## src/rtl/mips_shift_pkg.sv

```systemverilog
// Shared encodings for the sequential MIPS32 shifter: shift opcodes and FSM states.
package mips_shift_pkg;

  localparam logic [1:0] SHOP_SLL  = 2'b00;
  localparam logic [1:0] SHOP_SRL  = 2'b01;
  localparam logic [1:0] SHOP_ROTR = 2'b10;
  localparam logic [1:0] SHOP_SRA  = 2'b11;

  typedef enum logic [1:0] {
    IDLE,
    SHIFT,
    DONE
  } state_e;

endpackage

```

## src/rtl/shift_step_1.sv

```systemverilog
// One-bit shift of the work register selected by op.
// The rotate arm exists only when SEQ_SHIFT_ROTATE_EN is defined; otherwise op=10 acts as SRL.
module shift_step_1
  import mips_shift_pkg::*;
#(
  parameter int WIDTH = 32
) (
  input  logic [1:0]       op,
  input  logic [WIDTH-1:0] din,
  output logic [WIDTH-1:0] dout
);

  always_comb begin
    case (op)
      SHOP_SLL:  dout = {din[WIDTH-2:0], 1'b0};
      SHOP_SRA:  dout = {din[WIDTH-1], din[WIDTH-1:1]};
`ifdef SEQ_SHIFT_ROTATE_EN
      SHOP_ROTR: dout = {din[0], din[WIDTH-1:1]};
`endif
      default:   dout = {1'b0, din[WIDTH-1:1]};
    endcase
  end

endmodule

```

## src/rtl/seq_shift_unit.sv

```systemverilog
// Iterative shifter: one bit position per clock, start/done handshake to the control FSM.
// Optional rotate-right for op=10 is enabled by defining SEQ_SHIFT_ROTATE_EN.
module seq_shift_unit
  import mips_shift_pkg::*;
#(
  parameter int WIDTH = 32,
  parameter int SHW   = 5
) (
  input  logic             clk,
  input  logic             rst_n,
  input  logic             start,
  input  logic [1:0]       op,
  input  logic [SHW-1:0]   shamt,
  input  logic [WIDTH-1:0] data_in,
  output logic             busy,
  output logic             done,
  output logic [WIDTH-1:0] result
);

  state_e           state_q, state_d;
  logic [SHW-1:0]   count_q, count_d;
  logic [WIDTH-1:0] work_q,  work_d;
  logic [1:0]       op_q,    op_d;
  logic             busy_q,  busy_d;
  logic             done_q,  done_d;
  logic [WIDTH-1:0] work_shifted;

  shift_step_1 #(.WIDTH(WIDTH)) u_step (
    .op   (op_q),
    .din  (work_q),
    .dout (work_shifted)
  );

  always_comb begin
    // NOTE: every signal gets its hold value first so no path leaves it unassigned (no latches).
    state_d = state_q;
    count_d = count_q;
    work_d  = work_q;
    op_d    = op_q;

    case (state_q)
      IDLE: begin
        if (start) begin
          work_d  = data_in;
          op_d    = op;
          count_d = shamt;
          state_d = (shamt != '0) ? SHIFT : DONE;
        end
      end
      SHIFT: begin
        work_d  = work_shifted;
        count_d = count_q - 1'b1;
        if (count_q == SHW'(1)) state_d = DONE;
      end
      DONE:    state_d = IDLE;
      default: state_d = IDLE;
    endcase

    // Outputs are registered from the next state so they carry no input-to-output path.
    busy_d = (state_d != IDLE);
    done_d = (state_d == DONE);
  end

  always_ff @(posedge clk or negedge rst_n) begin
    if (!rst_n) begin
      state_q <= IDLE;
      count_q <= '0;
      work_q  <= '0;
      op_q    <= SHOP_SLL;
      busy_q  <= 1'b0;
      done_q  <= 1'b0;
    end else begin
      // NOTE: non-blocking updates so all flops sample pre-edge values together.
      state_q <= state_d;
      count_q <= count_d;
      work_q  <= work_d;
      op_q    <= op_d;
      busy_q  <= busy_d;
      done_q  <= done_d;
    end
  end

  assign busy   = busy_q;
  assign done   = done_q;
  assign result = work_q;

endmodule
```

## config.mk

```make
export PLATFORM = sky130hd
export DESIGN_NAME = seq_shift_unit
export DESIGN_NICKNAME = d
export VERILOG_FILES = /design/src/rtl/mips_shift_pkg.sv /design/src/rtl/shift_step_1.sv /design/src/rtl/seq_shift_unit.sv
export SDC_FILE = /design/constraint.sdc
export NUM_CORES = 1
export LEC_CHECK = 0
export ABC_CLOCK_PERIOD_IN_PS = 1700
export CAP_MARGIN = 0
export CORE_ASPECT_RATIO = 2
export CORE_UTILIZATION = 41
export DETAILED_ROUTE_END_ITERATION = 7
export GPL_TIMING_DRIVEN = 0
export PLACE_DENSITY_LB_ADDON = 0.1
export SLEW_MARGIN = 5
export SYNTH_ARGS = -nofsm -noshare
export SYNTH_HDL_FRONTEND = slang
export SYNTH_SLANG_ARGS = --single-unit
```

## constraint.sdc

```tcl
create_clock -name clk -period 1.7 [get_ports clk]
set_input_delay 0.255 -clock clk [delete_from_list [all_inputs] [get_ports clk]]
set_output_delay 0.255 -clock clk [all_outputs]
set_load 0.1 [all_outputs]
```

# Yosys cells after proc, flatten, opt, wreduce, memory -nomap -nowiden
# Index checks and enable logic that the tools add are counted.
# word_totals
wordCells	31
reg_bits	43
out_inout_bits	34
inputBits	42
# classes
n_eq_ne	6
n_reduce_logical	8
addsub	1
mux	9
# op_table
operator	n
one-hot mux 32 bit (2 select lines)	2
2-to-1 mux 32 bit	1
one-hot mux 5 bit (2 select lines)	1
2-to-1 mux 2 bit	3
equality test 5 x 1 -> 1 bit, second input constant	1
2-to-1 mux 5 bit	1
nonzero test 5 bit	1
subtractor 5 x 1 -> 5 bit, second input constant	1
equality test 2 bit, second input constant	2
logical NOT 2 bit	2
inequality test 2 bit, second input constant	2
one-hot mux 2 bit (2 select lines)	1
AND reduction 2 bit	2
nonzero test 2 bit	2
AND reduction 3 bit	1
equality test 2 x 1 -> 1 bit, second input constant	1

# Longest topological paths before layout
# Gate-level depths: netlist (run 1).
# depth
ltp_word	5
depth_mapped	7
ltp_nobuf	5

# By module
# Synthesis (run 1) repeated with hierarchy kept, for this count alone.
# hier_totals
cells_unflattened	241
hier_area_um2	2413.6
# by_module_without_submodules
module	seq_area_each_um2	cells_each	area_per_inst_um2	n_inst
seq_shift_unit	1076.0	195	2028.2	1
shift_step_1	0.0	46	385.4	1

# Worst setup path after synthesis (run 1)
# No wires, ideal clock.
# synth_timing
kind	reg2reg
startpoint	register op_q[0]
endpoint	register work_q[10] (netlist: result[10])
path_stages_with_launch	8
setup_ns	0.133
arrival_time_ns	1.502
path_buffers	2
required_time_ns	1.567
setup_slack_ns	0.064
cell_sequence	dfrtp_1 inv_1 ha_1 or2_1 clkbuf_1 clkbuf_1 a221oi_1 o21ai_0
# synth_between
elab_chain_cells	3
# synth_lines
element	line	source
start, declared	seq_shift_unit.sv:23	logic [1:0] op_q, op_d;
start signal, assigned	seq_shift_unit.sv:77	op_q <= op_d;
equality test 2 bit or logical NOT 2 bit (tied branches)	shift_step_1.sv:14	case (op)
one-hot mux 32 bit (2 select lines) (*)	shift_step_1.sv:14	
one-hot mux 32 bit (2 select lines) (*)	seq_shift_unit.sv:41	case (state_q)
end signal, assigned	seq_shift_unit.sv:76	work_q <= work_d;
end, declared	seq_shift_unit.sv:22	logic [WIDTH-1:0] work_q, work_d;
# Every way passes the cells marked *; elsewhere a longest branch is shown, timed or not.
# A chain may end at the register's enable or synchronous reset.

# Worst setup path after layout (run 1)
# layout_timing
startpoint	register op_q[1]
endpoint	register work_q[6] (netlist: result[6])
# Same word-level chain as after synthesis.

==> results of run 1 <==
[flip-flops by register name, summed over array words and instances (netlist names)]
name / cells
busy: 1
count_q: 5
result: 32
done: 1
state_q: 2
op_q: 2
[placed cells by master, fill, tap and decap left out, types with 3 or more instances in the layout]
master / instances
a21oi_1: 7
a221oi_1: 8
a221oi_2: 21
buf_2: 4
clkbuf_1: 5
clkbuf_2: 8
clkbuf_8: 7
clkdlybuf4s15_2: 33
clkdlybuf4s50_1: 40
dfrtp_1: 42
inv_1: 6
nand2_1: 33
nand2b_1: 3
nor2_1: 3
o21ai_0: 45
o21ai_1: 18
o22ai_1: 4
[logic make-up after synthesis]
kind of cell / Yosys count / synth area share
buf+inv: 30 / 0.0556
simple gates: 52 / 0.111
compound gates: 115 / 0.323
fa+ha+maj: 4 / 0.0222
mux: 2 / 0.0100
flops: 43 / 0.478
[worst max-delay path, delay by kind of cell (launching register included)]
family          cells  cell delay (ps)
fa+ha+maj           1              210
buf+inv             2              260
compound gates      2              430
simple gates        1              250
flops               1              410
[how the worst max path moves through the flow]
stage / from / endpoint / depth (start not counted)
2_1_floorplan: op_q[0]$_DFFE_PN0P_ / result[10]$_DFFE_PN0P_ / 7
3_3_place_gp: rst_n / result[26]$_DFFE_PN0P_ / 1
3_5_place_dp: start / result[19]$_DFFE_PN0P_ / 6
4_1_cts: done$_DFF_PN0_ / done / 1
5_1_grt: op_q[1]$_DFFE_PN0P_ / result[6]$_DFFE_PN0P_ / 6
6_report: op_q[1]$_DFFE_PN0P_ / result[6]$_DFFE_PN0P_ / 6
[stage by stage]
| step | utilization | setup TNS, ps |
|---|---|---|
| floorplan | - | 0 |
| global placement | 0.588 | -51470 |
| detailed placement | 0.591 | -14170 |
| CTS | 0.644 | 0 |
| global route | 0.672 | -35.3 |
| finish | 0.672 | 0 |
[routing by layer]
metal	part of all wire	vias to the layer above	wire length [µm]	global-route usage
li1	-	1087	-	-
met1	0.39	1098	2650	0.300
met2	0.56	60	3770	0.443
met3	0.037	8	248	0.0340
met4	0.015	0	105	0.0842
met5	0	-	0	0
[what timing repair did]
action / in CTS / in global routing
resized for setup: 125 / 43
pin swaps: 1 / 1
endpoints found under the setup margin: 66 / 34
hold endpoints to repair: 15 / 0
hold buffers: 1 / 0
[cell type report]
type,instances,share of cell area
Inverter,8,0.00855
Multi-Input combinational cell,173,0.355
Timing Repair Buffer,77,0.231
Tap cell,58,0.0207
Sequential cell,43,0.307
Buffer,21,0.0392
Clock buffer,5,0.0196
Clock inverter,3,0.0192
==> impl_results.html, run 1 <==
<table>
<tr><th>Metric</th><th>Value</th></tr>
<tr><th colspan="2">Outcome</th></tr>
<tr><td>Outcome</td><td>finished clean</td></tr>
<tr><th colspan="2">Critical path</th></tr>
<tr><td>Critical Path End Type</td><td>register</td></tr>
<tr><td>WP data required</td><td>1880 ps</td></tr>
<tr><td>Kind of start point of the critical path</td><td>register</td></tr>
<tr><td>Crit path cell chain</td><td>inv_1 &gt; ha_4 &gt; or2_4 &gt; buf_8 &gt; a221oi_1 &gt; o21ai_1</td></tr>
<tr><td>Startpoint-to-endpoint class of the critical path</td><td>reg -&gt; reg</td></tr>
<tr><td>Number of cells on the worst reg-to-reg path</td><td>6</td></tr>
<tr><td>Highest fanout seen on the critical path</td><td>10</td></tr>
<tr><td>Slowest cell on the critical path</td><td>dfrtp_1</td></tr>
<tr><td>Reg-to-reg endpoint</td><td>result[6]$_DFFE_PN0P_</td></tr>
<tr><td>Data arrival time of the critical path</td><td>1860 ps</td></tr>
<tr><td>Startpoint of the worst-slack reg-to-reg timing path</td><td>op_q[1]$_DFFE_PN0P_</td></tr>
<tr><td>Maximum cell stage delay along the critical path</td><td>410 ps</td></tr>
<tr><td>Reg2Reg Setup Slack</td><td>20 ps</td></tr>
<tr><th colspan="2">STA</th></tr>
<tr><td>Count of endpoints failing hold in the final timing report</td><td>0</td></tr>
<tr><td>Count of pins over their slew limit</td><td>0</td></tr>
<tr><td>Setup Viol. Count Final</td><td>0</td></tr>
<tr><td>Headroom to the max-slew limit</td><td>0.623</td></tr>
<tr><td>Max Clock Skew</td><td>6.70 ps</td></tr>
<tr><td>Time the worst path needs with I/O delays and setup</td><td>about 1700 ps</td></tr>
<tr><td>Least setup slack across all paths after layout</td><td>22.3 ps</td></tr>
<tr><td>Maximum frequency from static timing analysis</td><td>596 MHz</td></tr>
<tr><td>Part of the cycle the worst path needs</td><td>0.987</td></tr>
<tr><td>Transition time at the pin with the least slew margin</td><td>568 ps</td></tr>
<tr><td>Worst Hold Slack</td><td>just over 400 ps</td></tr>
<tr><th colspan="2">Placed design</th></tr>
<tr><td>Standard cell area after detailed placement</td><td>3090 µm²</td></tr>
<tr><td>Setup Slack @ Placement</td><td>-366 ps</td></tr>
<tr><td>Total half-perimeter wirelength after legalization and detailed placement</td><td>roughly 4700 µm</td></tr>
<tr><td>Final estimated routing congestion in global placement</td><td>0.789</td></tr>
<tr><td>Number of instances in the placed design</td><td>380</td></tr>
<tr><td>Port-buffer cells</td><td>75</td></tr>
<tr><th colspan="2">Clocking</th></tr>
<tr><td>TritonCTS clock tree</td><td>built</td></tr>
<tr><td>Buffer type at the clock tree root</td><td>clkbuf_8</td></tr>
<tr><td>Number of sinks handled by clock tree synthesis</td><td>43</td></tr>
<tr><td>Clock transition time at the flip-flop clock pins of the worst setup and hold paths</td><td>90 ps</td></tr>
<tr><td>Number of buffers created by CTS</td><td>5</td></tr>
<tr><td>Latest clock arrival within the worst-skew pair</td><td>300 ps</td></tr>
<tr><td>Depth of the CTS H-tree</td><td>2</td></tr>
<tr><td>Buffers from clock root to sink, at most</td><td>2</td></tr>
<tr><td>Post-CTS Setup Bufs</td><td>0</td></tr>
<tr><th colspan="2">Finish</th></tr>
<tr><td>Layout overhead on the synthesized area</td><td>56.0%</td></tr>
<tr><td>Number of nets at the end of the flow</td><td>375</td></tr>
<tr><td>Share of final-layout standard cells stronger than drive strength 1</td><td>0.297</td></tr>
<tr><td>Post-Layout Inst Area</td><td>approximately 3500 µm²</td></tr>
<tr><td>Total area of multi-input combinational cells</td><td>1250 µm²</td></tr>
<tr><td>Number of fill cells</td><td>440</td></tr>
<tr><td>Number of standard cells in the layout, taps in and fillers out</td><td>388</td></tr>
<tr><td>Antenna cells</td><td>0</td></tr>
<tr><td>Seq. cell area</td><td>1080 µm²</td></tr>
<tr><th colspan="2">Yosys</th></tr>
<tr><td>Part of the Yosys area used for sequential elements</td><td>0.478</td></tr>
<tr><td>Area share of the largest cell type after synthesis</td><td>0.478</td></tr>
<tr><td>Yosys warning total</td><td>0</td></tr>
<tr><td>Netlist area before placement</td><td>2250 µm²</td></tr>
<tr><td>Synthesized area per cell</td><td>9.16 µm²</td></tr>
<tr><td>Number of synthesized register bits</td><td>43</td></tr>
<tr><td>Count of distinct cell types in the synthesized netlist</td><td>36</td></tr>
<tr><td>Synth async-reset ratio</td><td>1.00</td></tr>
<tr><td>Most repeated cell in the gate-level netlist after synthesis</td><td>o21ai_0</td></tr>
<tr><td>Ys flop type</td><td>dfrtp_1</td></tr>
<tr><td>Instance count of the mapped netlist</td><td>246</td></tr>
<tr><td>Net count after synthesis</td><td>292</td></tr>
<tr><td>Top post-synthesis cells by area</td><td>dfrtp_1 48%, a221oi_1 12%, o21ai_0 10%</td></tr>
<tr><td>Top post-synthesis cells by count</td><td>47 x o21ai_0, 43 x dfrtp_1, 33 x nand2_1, 31 x a221oi_1, 19 x clkbuf_1</td></tr>
<tr><td>Number of enable flip-flop cells after synthesis</td><td>0</td></tr>
<tr><td>Cell accounting for the most synthesized area</td><td>dfrtp_1</td></tr>
<tr><th colspan="2">Global routing</th></tr>
<tr><td>Antenna violations before repair</td><td>0</td></tr>
<tr><td>Maximum number of pins on one net before global-route repair</td><td>29</td></tr>
<tr><td>Via count of the first global-routing pass</td><td>2,273</td></tr>
<tr><td>GRT Util Overall</td><td>0.253</td></tr>
<tr><td>Total gr overflow</td><td>0</td></tr>
<tr><td>Global-route wire length before repair</td><td>around 11,000 µm</td></tr>
<tr><th colspan="2">Route</th></tr>
<tr><td>Number of DRC markers after the initial detailed-route iteration</td><td>48</td></tr>
<tr><td>Remaining DRCs</td><td>0</td></tr>
<tr><td>Routed vias/inst</td><td>5.81</td></tr>
<tr><td>Routed len/inst</td><td>17.5 µm</td></tr>
<tr><td>Pre-Repair DR Iteration Count</td><td>4</td></tr>
<tr><td>Antenna-violating nets left</td><td>0</td></tr>
<tr><td>Vias after detailed routing</td><td>2,253</td></tr>
<tr><td>Final wirelength</td><td>~6800 µm</td></tr>
<tr><th colspan="2">Die</th></tr>
<tr><td>Die area</td><td>5810 µm²</td></tr>
<tr><td>Placeable core area</td><td>5230 µm²</td></tr>
<tr><td>Cell row count</td><td>37</td></tr>
<tr><td>Vertical die dimension</td><td>between 100 and 150 µm</td></tr>
<tr><td>X dimension of the die</td><td>approximately 54 µm</td></tr>
<tr><td>Initial Util</td><td>0.431</td></tr>
<tr><td>Total I/O pin count</td><td>76</td></tr>
<tr><th colspan="2">Min path</th></tr>
<tr><td>Min-Delay Path Class</td><td>in -&gt; async</td></tr>
<tr><th colspan="2">Job</th></tr>
<tr><td>Total of max-cap violations</td><td>0</td></tr>
</table>
Power of run 1 is left out: the tool's default activity adds up to more than one toggle a clock period on the data nets, which glitch-free logic cannot reach.
==> run 2: changes to the inputs <==
--- a/config.mk
+++ b/config.mk
@@ -11,7 +11,7 @@
 export CORE_UTILIZATION = 41
 export DETAILED_ROUTE_END_ITERATION = 7
 export GPL_TIMING_DRIVEN = 0
-export PLACE_DENSITY_LB_ADDON = 0.1
+export PLACE_DENSITY = 0.76
 export SLEW_MARGIN = 5
 export SYNTH_ARGS = -nofsm -noshare
 export SYNTH_HDL_FRONTEND = slang
==> run 2 against run 1 <==
Effect of this change: global-route usage decreased by 0.29 points; largest cell class unchanged; critical path type unchanged; highest routed layer unchanged; via count increased by 3.7%; core utilization decreased by 2.0 points.
==> impl_results.html, run 2 (same netlist as run 1, synthesis figures left out) <==
<table>
<tr><th>Metric</th><th>Value</th></tr>
<tr><th colspan="2">STA</th></tr>
<tr><td>Count of pins over their slew limit</td><td>0 (unchanged)</td></tr>
<tr><td>Maximum frequency from static timing analysis</td><td>605 MHz (+1.6%)</td></tr>
<tr><td>Transition time at the pin with the least slew margin</td><td>566 ps (-1.75 ps)</td></tr>
<tr><td>Headroom to the max-slew limit</td><td>0.623 (about the same)</td></tr>
<tr><td>Max Clock Skew</td><td>4.13 ps (-2.57 ps)</td></tr>
<tr><td>Unrepaired setup endpoints after global routing</td><td>yes</td></tr>
<tr><td>Count of endpoints failing hold in the final timing report</td><td>0 (unchanged)</td></tr>
<tr><td>Time the worst path needs with I/O delays and setup</td><td>1650 ps (-25.8 ps)</td></tr>
<tr><td>Setup Viol. Count Final</td><td>0 (unchanged)</td></tr>
<tr><td>Part of the cycle the worst path needs</td><td>0.972 (-0.0152)</td></tr>
<tr><th colspan="2">Clocking</th></tr>
<tr><td>Depth of the CTS H-tree</td><td>2 (unchanged)</td></tr>
<tr><td>Number of buffers created by CTS</td><td>5 (unchanged)</td></tr>
<tr><td>Latest clock arrival within the worst-skew pair</td><td>300 ps (about the same)</td></tr>
<tr><td>Clock transition time at the flip-flop clock pins of the worst setup and hold paths</td><td>80 ps (about the same)</td></tr>
<tr><td>Post-CTS Setup Bufs</td><td>0 (unchanged)</td></tr>
<tr><td>TritonCTS clock tree</td><td>built</td></tr>
<tr><td>Number of sinks handled by clock tree synthesis</td><td>43 (unchanged)</td></tr>
<tr><td>Buffer type at the clock tree root</td><td>clkbuf_8</td></tr>
<tr><td>Buffers from clock root to sink, at most</td><td>2 (unchanged)</td></tr>
<tr><th colspan="2">Die</th></tr>
<tr><td>Placeable core area</td><td>5230 µm² (unchanged)</td></tr>
<tr><td>Die area</td><td>5810 µm² (unchanged)</td></tr>
<tr><td>Cell row count</td><td>37 (unchanged)</td></tr>
<tr><td>Vertical die dimension</td><td>107 µm (unchanged)</td></tr>
<tr><td>X dimension of the die</td><td>54.4 µm (unchanged)</td></tr>
<tr><td>Initial Util</td><td>0.431 (unchanged)</td></tr>
<tr><td>Total I/O pin count</td><td>76 (unchanged)</td></tr>
<tr><th colspan="2">Critical path</th></tr>
<tr><td>Startpoint-to-endpoint class of the critical path</td><td>reg -&gt; reg</td></tr>
<tr><td>WP data required</td><td>1880 ps (about the same)</td></tr>
<tr><td>Startpoint of the worst-slack reg-to-reg timing path</td><td>op_q[0]$_DFFE_PN0P_</td></tr>
<tr><td>Critical Path End Type</td><td>register</td></tr>
<tr><td>Kind of start point of the critical path</td><td>register</td></tr>
<tr><td>Highest fanout seen on the critical path</td><td>10 (unchanged)</td></tr>
<tr><td>Data arrival time of the critical path</td><td>1830 ps (-30 ps)</td></tr>
<tr><td>Start point of the critical path</td><td>op_q[0]$_DFFE_PN0P_</td></tr>
<tr><th colspan="2">Finish</th></tr>
<tr><td>Total area of multi-input combinational cells</td><td>1190 µm² (-4.7%)</td></tr>
<tr><td>Most frequent standard cell in the layout excluding fill and tap cells</td><td>dfrtp_1</td></tr>
<tr><td>Antenna cells</td><td>0 (unchanged)</td></tr>
<tr><td>Leading cell types in the layout, fill and taps excluded</td><td>43 x dfrtp_1, 40 x clkdlybuf4s50_1, 38 x o21ai_0</td></tr>
<tr><td>Layout overhead on the synthesized area</td><td>51.4%</td></tr>
<tr><td>Flip-flop count of the largest register after layout</td><td>32 (unchanged)</td></tr>
<tr><td>Number of nets at the end of the flow</td><td>375 (unchanged)</td></tr>
<tr><td>Number of fill cells</td><td>431 (-2.0%)</td></tr>
<tr><td>Share of final-layout standard cells stronger than drive strength 1</td><td>0.247 (-0.0500)</td></tr>
<tr><td>Number of standard cells in the layout, taps in and fillers out</td><td>386 (-0.52%)</td></tr>
<tr><td>Seq. cell area</td><td>1080 µm² (-0.12%)</td></tr>
<tr><th colspan="2">Route</th></tr>
<tr><td>Number of DRC markers after the initial detailed-route iteration</td><td>54 (+13%)</td></tr>
<tr><td>Final wirelength</td><td>6740 µm (-0.50%)</td></tr>
<tr><td>Vias after detailed routing</td><td>2,336 (+3.7%)</td></tr>
<tr><td>Routed len/inst</td><td>17.5 µm (about the same)</td></tr>
<tr><td>Routed vias/inst</td><td>6.05 (+4.2%)</td></tr>
<tr><td>Pre-Repair DR Iteration Count</td><td>4 (unchanged)</td></tr>
<tr><td>Remaining DRCs</td><td>0 (unchanged)</td></tr>
<tr><td>Antenna-violating nets left</td><td>0 (unchanged)</td></tr>
<tr><th colspan="2">Outcome</th></tr>
<tr><td>Outcome</td><td>finished clean</td></tr>
<tr><th colspan="2">Placed design</th></tr>
<tr><td>Port-buffer cells</td><td>75 (unchanged)</td></tr>
<tr><td>Number of instances in the placed design</td><td>380 (unchanged)</td></tr>
<tr><td>Total half-perimeter wirelength after legalization and detailed placement</td><td>4790 µm (+2.7%)</td></tr>
<tr><td>Final estimated routing congestion in global placement</td><td>0.810 (+2.7%)</td></tr>
<tr><th colspan="2">Min path</th></tr>
<tr><td>Min-Delay Path Class</td><td>in -&gt; async</td></tr>
<tr><th colspan="2">Global routing</th></tr>
<tr><td>Global-route wire length before repair</td><td>10,700 µm (-1.2%)</td></tr>
<tr><td>GRT Util Overall</td><td>0.250 (-0.00293)</td></tr>
<tr><td>Maximum number of pins on one net before global-route repair</td><td>23 (-21%)</td></tr>
<tr><td>Via count of the first global-routing pass</td><td>2,314 (+1.8%)</td></tr>
<tr><td>Total gr overflow</td><td>0 (unchanged)</td></tr>
<tr><td>Antenna violations before repair</td><td>0 (unchanged)</td></tr>
<tr><th colspan="2">Job</th></tr>
<tr><td>Total of max-cap violations</td><td>0 (unchanged)</td></tr>
</table>
run 2: cell types whose count changed in the layout (fill, tap and decap cells not counted), sizes merged:
cell / delta
clkinvlp: -1
clkdlybuf4s15: +1
clkbuf: +3
bufinv: -2
buf: -3
run 2: worst paths after layout:
kind	endpoint	cells past startpoint	slack, ps
worst max-delay path	result[16]$_DFFE_PN0P_	6	50
worst min-delay path	result[17]$_DFFE_PN0P_	2	480
worst max register to register	result[16]$_DFFE_PN0P_	6	50
worst min register to register	result[21]$_DFFE_PN0P_	2	560
max in group asynchronous	count_q[0]$_DFFE_PN0P_	3	710
min in group clk	result[21]$_DFFE_PN0P_	2	560
run 2: final cells by class:
class | instances | share of cell area
Buffer | 21 | 0.0422
Clock buffer | 6 | 0.0213
Inverter | 8 | 0.00881
Multi-Input combinational cell | 173 | 0.349
Sequential cell | 43 | 0.316
Tap cell | 58 | 0.0213
Timing Repair Buffer | 77 | 0.242
run 2: through the flow:
stage / cell area [µm²] / TNS [ps] / worst slack, ps / hold WS (ps) / util
2_1_floorplan: 2250 / 0 / 64.5 / -40.6 / -
3_5_place_dp: 3100 / -13510 / -352 / 272 / 0.592
4_1_cts: 3340 / -31.2 / -14.2 / 494 / 0.638
6_report: 3410 / 0 / 48.1 / 484 / 0.652
5_1_grt: 3410 / -6.35 / -6.35 / 520 / 0.652
3_3_place_gp: 3080 / -47650 / -809 / 524 / 0.588
run 2: repair_timing:
| action | CTS | global route |
|---|---|---|
| pin swaps | 0 | 1 |
| hold buffers | 1 | 0 |
| resized for setup | 138 | 20 |
| endpoints found under the setup margin | 66 | 32 |
| gates cloned | 0 | 0 |
| hold endpoints to repair | 21 | 0 |
run 2: critical path, stage by stage (launching register included):
cell	delay (ps)
dfrtp_1	420
inv_2	90
ha_4	200
or2_4	260
clkbuf_8	180
a221oi_1	270
o21ai_1	110
run 2: per-layer routing:
| layer | vias to the layer above | global-route usage | part of all wire | routed length (µm) |
|---|---|---|---|---|
| met2 | 91 | 0.425 | 0.54 | 3640 |
| met5 | - | 0 | 0 | 0 |
| met3 | 18 | 0.0440 | 0.047 | 317 |
| li1 | 1089 | - | - | - |
| met4 | 0 | 0.119 | 0.024 | 159 |
| met1 | 1138 | 0.286 | 0.39 | 2630 |
Power of run 2 is left out for the same reason.
==> run 3: changes to the inputs <==
--- a/config.mk
+++ b/config.mk
@@ -10,7 +10,6 @@
 export CORE_ASPECT_RATIO = 2
 export CORE_UTILIZATION = 41
 export DETAILED_ROUTE_END_ITERATION = 7
-export GPL_TIMING_DRIVEN = 0
 export PLACE_DENSITY = 0.76
 export SLEW_MARGIN = 5
 export SYNTH_ARGS = -nofsm -noshare
==> run 3 against run 2 <==
Effect of this change: the flow now finishes with violations (negative setup slack); non-clock buffer count decreased by 5; global-route usage up 0.10 points; hold slack got worse by 20 ps; highest routed layer unchanged; via count increased by 1.3%; cell area up 9.5%; critical path depth stayed put; routed wire length is 4.7% higher; clock skew rose by 3.9 ps.
==> impl_results.html, run 3 (same netlist as run 1, synthesis figures left out) <==
<table>
<tr><th>Metric</th><th>Value</th></tr>
<tr><th colspan="2">Clocking</th></tr>
<tr><td>Number of buffers created by CTS</td><td>5 (unchanged)</td></tr>
<tr><td>Clock transition time at the flip-flop clock pins of the worst setup and hold paths</td><td>80 ps (about the same)</td></tr>
<tr><td>TritonCTS clock tree</td><td>built</td></tr>
<tr><td>Buffers from clock root to sink, at most</td><td>2 (unchanged)</td></tr>
<tr><td>Buffer type at the clock tree root</td><td>clkbuf_8</td></tr>
<tr><td>Number of sinks handled by clock tree synthesis</td><td>43 (unchanged)</td></tr>
<tr><td>Depth of the CTS H-tree</td><td>2 (unchanged)</td></tr>
<tr><td>Latest clock arrival within the worst-skew pair</td><td>290 ps (about the same)</td></tr>
<tr><th colspan="2">Job</th></tr>
<tr><td>Total of max-cap violations</td><td>0 (unchanged)</td></tr>
<tr><th colspan="2">Critical path</th></tr>
<tr><td>Startpoint-to-endpoint class of the critical path</td><td>reg -&gt; reg</td></tr>
<tr><td>Data arrival time of the critical path</td><td>1870 ps (+40 ps)</td></tr>
<tr><td>Highest fanout seen on the critical path</td><td>19 (+9)</td></tr>
<tr><td>Startpoint of the worst-slack reg-to-reg timing path</td><td>op_q[0]$_DFFE_PN0P_</td></tr>
<tr><td>Critical Path End Type</td><td>register</td></tr>
<tr><td>Kind of start point of the critical path</td><td>register</td></tr>
<tr><td>WP data required</td><td>1860 ps (-20 ps)</td></tr>
<tr><td>Start point of the critical path</td><td>op_q[0]$_DFFE_PN0P_</td></tr>
<tr><th colspan="2">Die</th></tr>
<tr><td>Initial Util</td><td>0.431 (unchanged)</td></tr>
<tr><td>X dimension of the die</td><td>54.4 µm (unchanged)</td></tr>
<tr><td>Cell row count</td><td>37 (unchanged)</td></tr>
<tr><td>Placeable core area</td><td>5230 µm² (unchanged)</td></tr>
<tr><td>Total I/O pin count</td><td>76 (unchanged)</td></tr>
<tr><td>Vertical die dimension</td><td>107 µm (unchanged)</td></tr>
<tr><td>Die area</td><td>5810 µm² (unchanged)</td></tr>
<tr><th colspan="2">STA</th></tr>
<tr><td>Part of the cycle the worst path needs</td><td>1.01 (+0.0387)</td></tr>
<tr><td>Unrepaired setup endpoints after global routing</td><td>yes</td></tr>
<tr><td>Setup Viol. Count Final</td><td>1 (+1)</td></tr>
<tr><td>Time the worst path needs with I/O delays and setup</td><td>1720 ps (+65.9 ps)</td></tr>
<tr><td>Transition time at the pin with the least slew margin</td><td>514 ps (-52.3 ps)</td></tr>
<tr><td>Least setup slack across all paths after layout</td><td>-17.7 ps (-65.9 ps)</td></tr>
<tr><td>Count of endpoints failing hold in the final timing report</td><td>0 (unchanged)</td></tr>
<tr><td>Count of pins over their slew limit</td><td>0 (unchanged)</td></tr>
<tr><td>Headroom to the max-slew limit</td><td>0.658 (+0.0349)</td></tr>
<tr><td>Maximum frequency from static timing analysis</td><td>582 MHz (-3.8%)</td></tr>
<tr><td>Max Clock Skew</td><td>8.02 ps (+3.88 ps)</td></tr>
<tr><th colspan="2">Finish</th></tr>
<tr><td>Share of final-layout standard cells stronger than drive strength 1</td><td>0.283 (+0.0361)</td></tr>
<tr><td>Number of nets at the end of the flow</td><td>370 (-1.3%)</td></tr>
<tr><td>Antenna cells</td><td>0 (unchanged)</td></tr>
<tr><td>Layout overhead on the synthesized area</td><td>65.7%</td></tr>
<tr><td>Flip-flop count of the largest register after layout</td><td>32 (unchanged)</td></tr>
<tr><td>Total area of multi-input combinational cells</td><td>1210 µm² (+1.5%)</td></tr>
<tr><td>Most frequent standard cell in the layout excluding fill and tap cells</td><td>dfrtp_1</td></tr>
<tr><td>Seq. cell area</td><td>1080 µm² (unchanged)</td></tr>
<tr><td>Leading cell types in the layout, fill and taps excluded</td><td>43 x dfrtp_1, 40 x clkdlybuf4s50_1, 38 x o21ai_0</td></tr>
<tr><td>Number of fill cells</td><td>389 (-9.7%)</td></tr>
<tr><th colspan="2">Min path</th></tr>
<tr><td>Min-Delay Path Class</td><td>in -&gt; async</td></tr>
<tr><th colspan="2">Global routing</th></tr>
<tr><td>M3 GR Usage</td><td>0.0312 (-0.0128)</td></tr>
<tr><td>Met2 usage</td><td>0.419 (-0.00610)</td></tr>
<tr><td>Maximum number of pins on one net before global-route repair</td><td>32 (+39%)</td></tr>
<tr><td>Via count of the first global-routing pass</td><td>2,279 (-1.5%)</td></tr>
<tr><td>Total gr overflow</td><td>0 (unchanged)</td></tr>
<tr><td>GRT Util Overall</td><td>0.251 (+0.00105)</td></tr>
<tr><td>Global-route wire length before repair</td><td>10,800 µm (+0.38%)</td></tr>
<tr><td>Antenna violations before repair</td><td>0 (unchanged)</td></tr>
<tr><td>Met1 track demand over resource</td><td>0.304 (+0.0188)</td></tr>
<tr><td>Most crowded layer after global routing</td><td>met2</td></tr>
<tr><th colspan="2">Route</th></tr>
<tr><td>Final wirelength</td><td>7060 µm (+4.7%)</td></tr>
<tr><td>Vias after detailed routing</td><td>2,366 (+1.3%)</td></tr>
<tr><td>Pre-Repair DR Iteration Count</td><td>5 (+1)</td></tr>
<tr><td>Number of DRC markers after the initial detailed-route iteration</td><td>94 (+74%)</td></tr>
<tr><td>Routed len/inst</td><td>18.4 µm (+5.5%)</td></tr>
<tr><td>Routed vias/inst</td><td>6.18 (+2.1%)</td></tr>
<tr><td>Antenna-violating nets left</td><td>0 (unchanged)</td></tr>
<tr><td>Remaining DRCs</td><td>0 (unchanged)</td></tr>
<tr><th colspan="2">Outcome</th></tr>
<tr><td>Outcome</td><td>finished with violations</td></tr>
<tr><td>Violated checks</td><td>negative setup slack</td></tr>
<tr><th colspan="2">Placed design</th></tr>
<tr><td>Final estimated routing congestion in global placement</td><td>0.822 (+1.4%)</td></tr>
<tr><td>Port-buffer cells</td><td>75 (unchanged)</td></tr>
<tr><td>Setup Slack @ Placement</td><td>-146 ps (+206 ps)</td></tr>
<tr><td>Total half-perimeter wirelength after legalization and detailed placement</td><td>4830 µm (+0.78%)</td></tr>
</table>
run 3: worst max-delay path, stage by stage (launching register included):
cell and delay (ps):
dfrtp_1 380, inv_1 50, ha_1 310, or2_4 260
buf_8 170, a221oi_2 250, o21ai_0 170
run 3: routing by layer:
layer	part of all wire	wire length [µm]
met1	0.36	2520
met2	0.57	4030
met3	0.045	320
met4	0.028	197
met5	0	0
run 3: cell type report:
cell class,count,share of cell area
clock buffers,8,0.0268
inverters,8,0.00805
well taps,58,0.0194
repair buffers,93,0.334
multi-input cells,173,0.323
flip-flops and latches,43,0.288
run 3: final timing paths:
kind | end | slack [ps] | cells after the start
worst min register to register | op_q[0]$_DFFE_PN0P_ | 550 | 1
max in group asynchronous | op_q[0]$_DFFE_PN0P_ | 670 | 3
min in group clk | op_q[0]$_DFFE_PN0P_ | 550 | 1
worst max register to register | result[11]$_DFFE_PN0P_ | -20 | 6
worst max-delay path | result[11]$_DFFE_PN0P_ | -20 | 6
worst min-delay path | result[18]$_DFFE_PN0P_ | 460 | 2
run 3: repair_timing:
item / in CTS / in global routing
buffers inserted: 0 / 0
resized for setup: 0 / 36
hold endpoints to repair: 19 / 0
hold buffers: 1 / 0
endpoints found under the setup margin: 0 / 30
run 3: per-stage QoR:
step	hold WS, ps	instances	setup TNS (ps)	utilization	cell area (µm²)
floorplan	-40.6	246	0	-	2250
global placement	239	374	-160	0.662	3460
detailed placement	250	374	-266	0.662	3460
CTS	475	383	0	0.683	3570
global route	495	383	-560	0.713	3730
finish	464	383	-17.7	0.713	3730
Power of run 3 is left out for the same reason.
